### config.mk
export PLATFORM = sky130hd
export DESIGN_NAME = myriadrf_cfg_regs
export DESIGN_NICKNAME = d
export VERILOG_FILES = /design/src/rtl/myriadrf_cfg_pkg.sv /design/src/rtl/myriadrf_cfg_status.sv /design/src/rtl/myriadrf_cfg_regs.sv
export SDC_FILE = /design/constraint.sdc
export NUM_CORES = 1
export LEC_CHECK = 0
export ABC_AREA = 1
export CORE_ASPECT_RATIO = 1.2
export CORE_UTILIZATION = 37
export DETAILED_ROUTE_END_ITERATION = 10
export PLACE_DENSITY = 0.79
export SLEW_MARGIN = 20
export SYNTH_ARGS = -nofsm -noshare
export SYNTH_HDL_FRONTEND = slang
export SYNTH_SLANG_ARGS = --single-unit
### constraint.sdc
create_clock -name wb_clk_i -period 2.1 [get_ports wb_clk_i]
set_clock_uncertainty 0.1 [all_clocks]
set_input_delay 0.42 -clock wb_clk_i [delete_from_list [all_inputs] [get_ports wb_clk_i]]
set_output_delay 0.42 -clock wb_clk_i [all_outputs]
set_load 0.05 [all_outputs]
### src/rtl/myriadrf_cfg_pkg.sv
// Register map, control-bit positions and Wishbone cycle encodings for myriadrf_cfg_regs.
package myriadrf_cfg_pkg;

  localparam int unsigned IDX_W      = 6;
  localparam int unsigned CH_BITS    = 4;
  localparam int unsigned STS_TX_LSB = 8;

  localparam logic [IDX_W-1:0] REG_ID      = 6'd0;
  localparam logic [IDX_W-1:0] REG_GCTRL   = 6'd1;
  localparam logic [IDX_W-1:0] REG_STROBE  = 6'd2;
  localparam logic [IDX_W-1:0] REG_STATUS  = 6'd3;
  localparam logic [IDX_W-1:0] REG_IRQMASK = 6'd4;
  localparam logic [IDX_W-1:0] REG_CH_BASE = 6'd8;

  localparam int unsigned CH_TX_SRC  = 0;
  localparam int unsigned CH_RX_SRC  = 1;
  localparam int unsigned CH_RX_SINK = 2;
  localparam int unsigned CH_EN      = 3;

  localparam int unsigned GCTRL_LOOPBACK = 0;
  localparam int unsigned GCTRL_SPI_SEL  = 1;
  localparam int unsigned GCTRL_W        = 2;

  localparam logic [2:0] CTI_CLASSIC = 3'b000;
  localparam logic [2:0] CTI_INCR    = 3'b010;
  localparam logic [2:0] CTI_EOB     = 3'b111;
  localparam logic [1:0] BTE_LINEAR  = 2'b00;

endpackage

### src/rtl/myriadrf_cfg_status.sv
// Sticky write-1-to-clear event status, interrupt mask and registered level interrupt.
module myriadrf_cfg_status
  import myriadrf_cfg_pkg::*;
#(
  parameter int unsigned NUM_CH = 2
) (
  input  logic              clk,
  input  logic              rst,
  input  logic [NUM_CH-1:0] rx_ovf,
  input  logic [NUM_CH-1:0] tx_unf,
  input  logic              sts_we,
  input  logic              msk_we,
  input  logic [15:0]       wbits,
  input  logic [15:0]       wmask,
  output logic [15:0]       sts_word,
  output logic [15:0]       msk_word,
  output logic              irq
);

  logic [NUM_CH-1:0] rx_sts, tx_sts, rx_msk, tx_msk, rx_clr, tx_clr;
  logic              unused_ok;

  assign rx_clr = sts_we ? wbits[NUM_CH-1:0] : '0;
  assign tx_clr = sts_we ? wbits[STS_TX_LSB +: NUM_CH] : '0;

  // Event OR-ed in after the clear, so a same-cycle event beats a W1C
  always_ff @(posedge clk) begin
    if (rst) begin
      rx_sts <= '0;
      tx_sts <= '0;
      rx_msk <= '0;
      tx_msk <= '0;
      irq    <= 1'b0;
    end else begin
      rx_sts <= (rx_sts & ~rx_clr) | rx_ovf;
      tx_sts <= (tx_sts & ~tx_clr) | tx_unf;
      if (msk_we) begin
        rx_msk <= (rx_msk & ~wmask[NUM_CH-1:0]) | wbits[NUM_CH-1:0];
        tx_msk <= (tx_msk & ~wmask[STS_TX_LSB +: NUM_CH]) | wbits[STS_TX_LSB +: NUM_CH];
      end
      irq <= |{rx_sts & rx_msk, tx_sts & tx_msk};
    end
  end

  always_comb begin
    sts_word = '0;
    msk_word = '0;
    sts_word[NUM_CH-1:0]              = rx_sts;
    sts_word[STS_TX_LSB +: NUM_CH]    = tx_sts;
    msk_word[NUM_CH-1:0]              = rx_msk;
    msk_word[STS_TX_LSB +: NUM_CH]    = tx_msk;
  end

  assign unused_ok = &{1'b0, wbits, wmask};

endmodule

### src/rtl/myriadrf_cfg_regs.sv
// Wishbone B3 configuration slave for the MyriadRF interface (classic + linear burst).
// Build option: define MYRIADRF_CFG_ERR_EN to answer unmapped accesses with wb_err_o.
module myriadrf_cfg_regs
  import myriadrf_cfg_pkg::*;
#(
  parameter int unsigned WB_AW   = 32,
  parameter int unsigned WB_DW   = 32,
  parameter int unsigned NUM_CH  = 2,
  parameter logic [15:0] VERSION = 16'h0200
) (
  input  logic               wb_clk_i,
  input  logic               wb_rst_i,
  input  logic [WB_AW-1:0]   wb_adr_i,
  input  logic [WB_DW-1:0]   wb_dat_i,
  input  logic [WB_DW/8-1:0] wb_sel_i,
  input  logic               wb_we_i,
  input  logic               wb_cyc_i,
  input  logic               wb_stb_i,
  input  logic [2:0]         wb_cti_i,
  input  logic [1:0]         wb_bte_i,
  output logic [WB_DW-1:0]   wb_dat_o,
  output logic               wb_ack_o,
  output logic               wb_err_o,
  output logic               wb_rty_o,
  output logic [NUM_CH-1:0]  ch_tx_src_o,
  output logic [NUM_CH-1:0]  ch_rx_src_o,
  output logic [NUM_CH-1:0]  ch_rx_sink_o,
  output logic [NUM_CH-1:0]  ch_en_o,
  output logic               loopback_o,
  output logic               spi_sel_o,
  output logic               soft_rst_o,
  input  logic [NUM_CH-1:0]  rx_ovf_i,
  input  logic [NUM_CH-1:0]  tx_unf_i,
  output logic               irq_o
);

  localparam int unsigned SEL_W = WB_DW / 8;

  logic [IDX_W-1:0]   adr_idx, rd_idx, beat_cnt;
  logic               ack_q, err_q, ack_nxt, err_nxt;
  logic               burst_cur, cont, launch, wr_beat;
  logic [WB_DW-1:0]   bmask, wbits, rd_data;
  logic [GCTRL_W-1:0] gctrl;
  logic [CH_BITS-1:0] ch_ctrl [NUM_CH];
  logic [15:0]        sts_word, msk_word;
  logic               soft_rst, unused_ok;

  assign adr_idx   = wb_adr_i[7:2];
  assign burst_cur = (wb_cti_i == CTI_INCR) && (wb_bte_i == BTE_LINEAR);
  // An acked non-final linear beat is followed back-to-back by the next one
  assign cont      = ack_q && burst_cur;
  assign launch    = wb_cyc_i && wb_stb_i && (cont || !(ack_q || err_q));
  assign rd_idx    = cont ? beat_cnt : adr_idx;
  assign wr_beat   = wb_cyc_i && wb_stb_i && wb_we_i && ack_q;

`ifdef MYRIADRF_CFG_ERR_EN
  function automatic logic idx_mapped(input logic [IDX_W-1:0] idx);
    return (idx <= REG_IRQMASK) ||
           ((idx >= REG_CH_BASE) && (idx < REG_CH_BASE + IDX_W'(NUM_CH)));
  endfunction

  assign ack_nxt = launch && idx_mapped(rd_idx);
  assign err_nxt = launch && !idx_mapped(rd_idx);
`else
  assign ack_nxt = launch;
  assign err_nxt = 1'b0;
`endif

  always_comb begin
    bmask = '0;
    for (int i = 0; i < SEL_W; i++) bmask[i*8 +: 8] = {8{wb_sel_i[i]}};
  end
  assign wbits = wb_dat_i & bmask;

  always_comb begin
    rd_data = '0;
    case (rd_idx)
      REG_ID:      rd_data = WB_DW'({8'h00, 8'(NUM_CH), VERSION});
      REG_GCTRL:   rd_data = WB_DW'(gctrl);
      REG_STATUS:  rd_data = WB_DW'(sts_word);
      REG_IRQMASK: rd_data = WB_DW'(msk_word);
      default:     rd_data = '0;
    endcase
    for (int c = 0; c < NUM_CH; c++)
      if (rd_idx == REG_CH_BASE + IDX_W'(c)) rd_data = WB_DW'(ch_ctrl[c]);
  end

  always_ff @(posedge wb_clk_i) begin
    if (wb_rst_i) begin
      ack_q    <= 1'b0;
      err_q    <= 1'b0;
      beat_cnt <= '0;
      wb_dat_o <= '0;
      gctrl    <= '0;
      soft_rst <= 1'b0;
      for (int c = 0; c < NUM_CH; c++) ch_ctrl[c] <= '0;
    end else begin
      ack_q    <= ack_nxt;
      err_q    <= err_nxt;
      wb_dat_o <= ack_nxt ? rd_data : '0;
      if (launch) beat_cnt <= rd_idx + IDX_W'(1);
      soft_rst <= wr_beat && (adr_idx == REG_STROBE) && wbits[0];
      if (wr_beat && (adr_idx == REG_GCTRL) && wb_sel_i[0]) gctrl <= wbits[GCTRL_W-1:0];
      for (int c = 0; c < NUM_CH; c++)
        if (wr_beat && wb_sel_i[0] && (adr_idx == REG_CH_BASE + IDX_W'(c)))
          ch_ctrl[c] <= wbits[CH_BITS-1:0];
    end
  end

  myriadrf_cfg_status #(.NUM_CH(NUM_CH)) u_status (
    .clk      (wb_clk_i),
    .rst      (wb_rst_i),
    .rx_ovf   (rx_ovf_i),
    .tx_unf   (tx_unf_i),
    .sts_we   (wr_beat && (adr_idx == REG_STATUS)),
    .msk_we   (wr_beat && (adr_idx == REG_IRQMASK)),
    .wbits    (wbits[15:0]),
    .wmask    (bmask[15:0]),
    .sts_word (sts_word),
    .msk_word (msk_word),
    .irq      (irq_o)
  );

  for (genvar c = 0; c < NUM_CH; c++) begin : g_ch
    assign ch_tx_src_o[c]  = ch_ctrl[c][CH_TX_SRC];
    assign ch_rx_src_o[c]  = ch_ctrl[c][CH_RX_SRC];
    assign ch_rx_sink_o[c] = ch_ctrl[c][CH_RX_SINK];
    assign ch_en_o[c]      = ch_ctrl[c][CH_EN];
  end

  assign wb_ack_o   = ack_q;
  assign wb_err_o   = err_q;
  assign wb_rty_o   = 1'b0;
  assign loopback_o = gctrl[GCTRL_LOOPBACK];
  assign spi_sel_o  = gctrl[GCTRL_SPI_SEL];
  assign soft_rst_o = soft_rst;
  assign unused_ok  = &{1'b0, wb_adr_i, wbits, bmask};

endmodule
==> results.py, run 1 <==
metrics = {
    "critical_path": {
        "cp.arrival_ns": 1.49,
        "crit_path_end_kind": "primary output",
        "cp-startpoint": "gctrl[1]",
        "path_class": "reg2out",
        "critPathLaunchType": "flop",
        "cp_max_fo": 3,
        "cp_slowest_cell": "clkdlybuf4s50_1",
        "cp_num_buf_inv": 1,
        "worstPathCellList": "clkdlybuf4s50_1",
        "crit_family": "buffers and inverters",
        "rr_startpoint": "wb_ack_o",
        "cp_slowest_stage_delay_ns": 0.82,
        "required_ns": 1.58,
    },
    "cells_and_area": {
        "seqCellArea_um2": 762,
        "num-fill-cells": 486,
        "syn2layout_area_growth_pct": 37.5,
        "final_cell_mix": "clkdlybuf4s50_1 (42), inv_1 (40), nand2_1 (35)",
        "drive_above_1_share": 0.191,
        "final_common_cell": "clkdlybuf4s50_1",
        "multiInputGateArea_um2": 1030,
        "finalNetCount": 422,
        "n_antenna_cell": 0,
    },
    "min_path": {
        "hold_class": "reg2reg",
        "hp-start": "beat_cnt[1]",
    },
    "timing": {
        "hold_ws_ns": 0.363,
        "drv_slew": 0,
        "timing_hold_violations_final": 0,
        "clock.fmax_ghz": 0.497,
        "slew_headroom": 0.659,
        "setup_viol": 0,
        "tightest_slew_ns": 0.509,
        "fin_crit_ns": 2.01,
        "fin_crit_sh": 0.958,
    },
    "clocking": {
        "cts.clk_slew.worst_paths_ns": 0.07,
        "clock-sinks": 34,
        "cts_hold_buffers": 0,
        "h-tree-depth": 2,
        "clk_latency_ns": 0.29,
        "cts_root_buf": "clkbuf_8",
        "cts_inserted_buffers": 5,
        "cts_tree": "yes",
        "cts_max_path_buffers": 2,
    },
    "route": {
        "post_drt_via_cell_ratio": 4.71,
        "drtPass1Iterations": 5,
        "vias": 1892,
        "ant_nets": 0,
        "drtIter0Drc": 56,
        "drc": 0,
        "drt-wirelength-per-cell_um": 11.4,
        "wl_um": 4590,
    },
    "yosys": {
        "ys_ff_latch": 34,
        "ys_top_cells_by_area": "dfxtp_1 (26%), edfxtp_1 (12%), buf_4 (10%)",
        "synth_top_area_frac": 0.256,
        "synth.avg_cell_area_um2": 7.53,
        "synth_area_um2": 2030,
        "ys.warnings.count": 0,
        "syn_inst": 270,
        "yosysSeqAreaShare": 0.374,
        "synth_largest_area_cell": "dfxtp_1",
        "ys_types": 32,
    },
    "global_route": {
        "grt_pass1_wl_um": 7670,
        "grt_use_met1": 0.178,
        "use_met2": 0.296,
        "busiest_layer": "met2",
        "grt_usage": 0.163,
        "antenna_found_initial": 0,
        "grt_overflow_total": 0,
        "grt.met3_usage": 0.0425,
        "grt_pass1_vias": 1797,
        "grt_max_degree": 13,
    },
    "power": {
        "p_leak_nw": 1.32,
        "power_density_nw_per_um2": 633,
        "power_mw": 1.77,
        "vdd.ir_drop.worst_v": 0.000430,
    },
    "floorplanning": {
        "initial_utilization": 0.384,
        "die_area_um2": 5800,
        "ios": 129,
        "core.rowCount": 29,
        "coreArea_um2": 5300,
        "die_y_um": 83.2,
        "fp.dieW_um": 69.7,
    },
    "job": {
        "cap_violations": 0,
    },
    "place": {
        "portBuffers": 47,
        "dp_hpwl_um": 3580,
        "place_congestion": 0.913,
    },
    "run_status": {
        "status": "complete, no violations",
    },
}
[layer usage]
metal / vias up / wire length [um]
met4: 0 / 105
met2: 75 / 2410
met5: - / 0
met3: 11 / 256
li1: 952 / -
met1: 854 / 1820
[kinds of logic after synthesis]
| logic type | count (synthesis) | share of synthesized area |
|---|---|---|
| flops | 34 | 0.374 |
| buf+inv | 76 | 0.192 |
| other cells | 1 | 0.00184 |
| simple gates | 119 | 0.317 |
| xor+xnor | 3 | 0.0129 |
| compound gates | 36 | 0.0960 |
| fa+ha+maj | 1 | 0.00615 |
[path summary, 6_finish.rpt]
path,slack (ns),endpoint,cells past startpoint
hold / removal,0.36,beat_cnt[1],2
hold reg to reg,0.36,beat_cnt[1],2
setup / recovery,0.09,spi_sel_o,1
setup reg to reg,0.31,ch_ctrl[0][5],7
[area by class of cell]
cell class | count | area share
Inverter | 46 | 0.0617
Tap cell | 62 | 0.0277
Clock buffer | 5 | 0.0246
Sequential cell | 34 | 0.272
Multi-Input combinational cell | 186 | 0.367
Clock inverter | 3 | 0.0246
Timing Repair Buffer | 66 | 0.222
[power breakdown]
part | internal, mW | total (mW) | leakage (nW) | switching (mW)
combinational | 0.111 | 0.353 | 0.958 | 0.242
clock | 0.475 | 0.714 | 0.0683 | 0.239
sequential | 0.688 | 0.702 | 0.296 | 0.0142
total | 1.27 | 1.77 | 1.32 | 0.496
[synth_stat cells]
| cell type | instances |
|---|---|
| inv_1 | 42 |
| nand2_1 | 36 |
| buf_4 | 28 |
| dfxtp_1 | 26 |
| nor2_1 | 22 |
| nand3_1 | 21 |
| a21oi_1 | 16 |
| o21ai_0 | 15 |
| nand4_1 | 10 |
| nand2_2 | 9 |
| edfxtp_1 | 8 |
| inv_2 | 4 |
| nand2_4 | 3 |
| nor2_4 | 3 |
| nor4_1 | 3 |
| xor2_1 | 3 |
| clkbuf_1 | 2 |
| nand3_2 | 2 |
| nor2_2 | 2 |
| nor2_8 | 2 |
| nor3_1 | 2 |
| a211oi_1 | 1 |
| a41oi_1 | 1 |
| and2_1 | 1 |
| and2_4 | 1 |
| and3_1 | 1 |
| conb_1 | 1 |
| ha_1 | 1 |
| nand4_2 | 1 |
| o21a_1 | 1 |
| o31a_1 | 1 |
| o31ai_1 | 1 |
[per-stage QoR]
| stage | setup TNS [ns] | worst slack [ns] | util | instances | area (um^2) |
|---|---|---|---|---|---|
| 6_report | 0 | 0.0879 | 0.528 | 402 | 2800 |
| 5_1_grt | -0.0493 | -0.0220 | 0.528 | 402 | 2800 |
| 4_1_cts | 0 | 0.0171 | 0.517 | 401 | 2740 |
| 3_5_place_dp | -6.17 | -0.324 | 0.490 | 393 | 2590 |
| 3_3_place_gp | -4.69 | -0.262 | 0.490 | 393 | 2590 |
| 2_1_floorplan | 0 | 0.0540 | - | 296 | 2130 |
[what timing repair did]
item,4_1_cts,5_1_grt
buffers inserted,0,1
pin swaps,0,7
gates resized for setup,1,16
cloned,0,0
setup endpoints to repair,8,19
[worst min-delay path: stages (launching register included)]
cell	delay, ns
dfxtp_1	0.30
inv_1	0.06
a21oi_1	0.06
No activity file was read; power rests on OpenSTA's default activity.
==> run 2: changes to the inputs <==
--- a/config.mk
+++ b/config.mk
@@ -10,6 +10,7 @@
 export CORE_UTILIZATION = 37
 export DETAILED_ROUTE_END_ITERATION = 10
 export PLACE_DENSITY = 0.79
+export SKIP_LAST_GASP = 1
 export SLEW_MARGIN = 20
 export SYNTH_ARGS = -nofsm -noshare
 export SYNTH_HDL_FRONTEND = slang
==> results of run 2 <==
The final DEF is identical to that of run 1; final timing and power are the same.
==> run 3: changes to the inputs <==
--- a/config.mk
+++ b/config.mk
@@ -6,6 +6,7 @@
 export NUM_CORES = 1
 export LEC_CHECK = 0
 export ABC_AREA = 1
+export CAP_MARGIN = 10
 export CORE_ASPECT_RATIO = 1.2
 export CORE_UTILIZATION = 37
 export DETAILED_ROUTE_END_ITERATION = 10
==> results of run 3 <==
The final DEF is identical to that of run 1; final timing and power are the same.
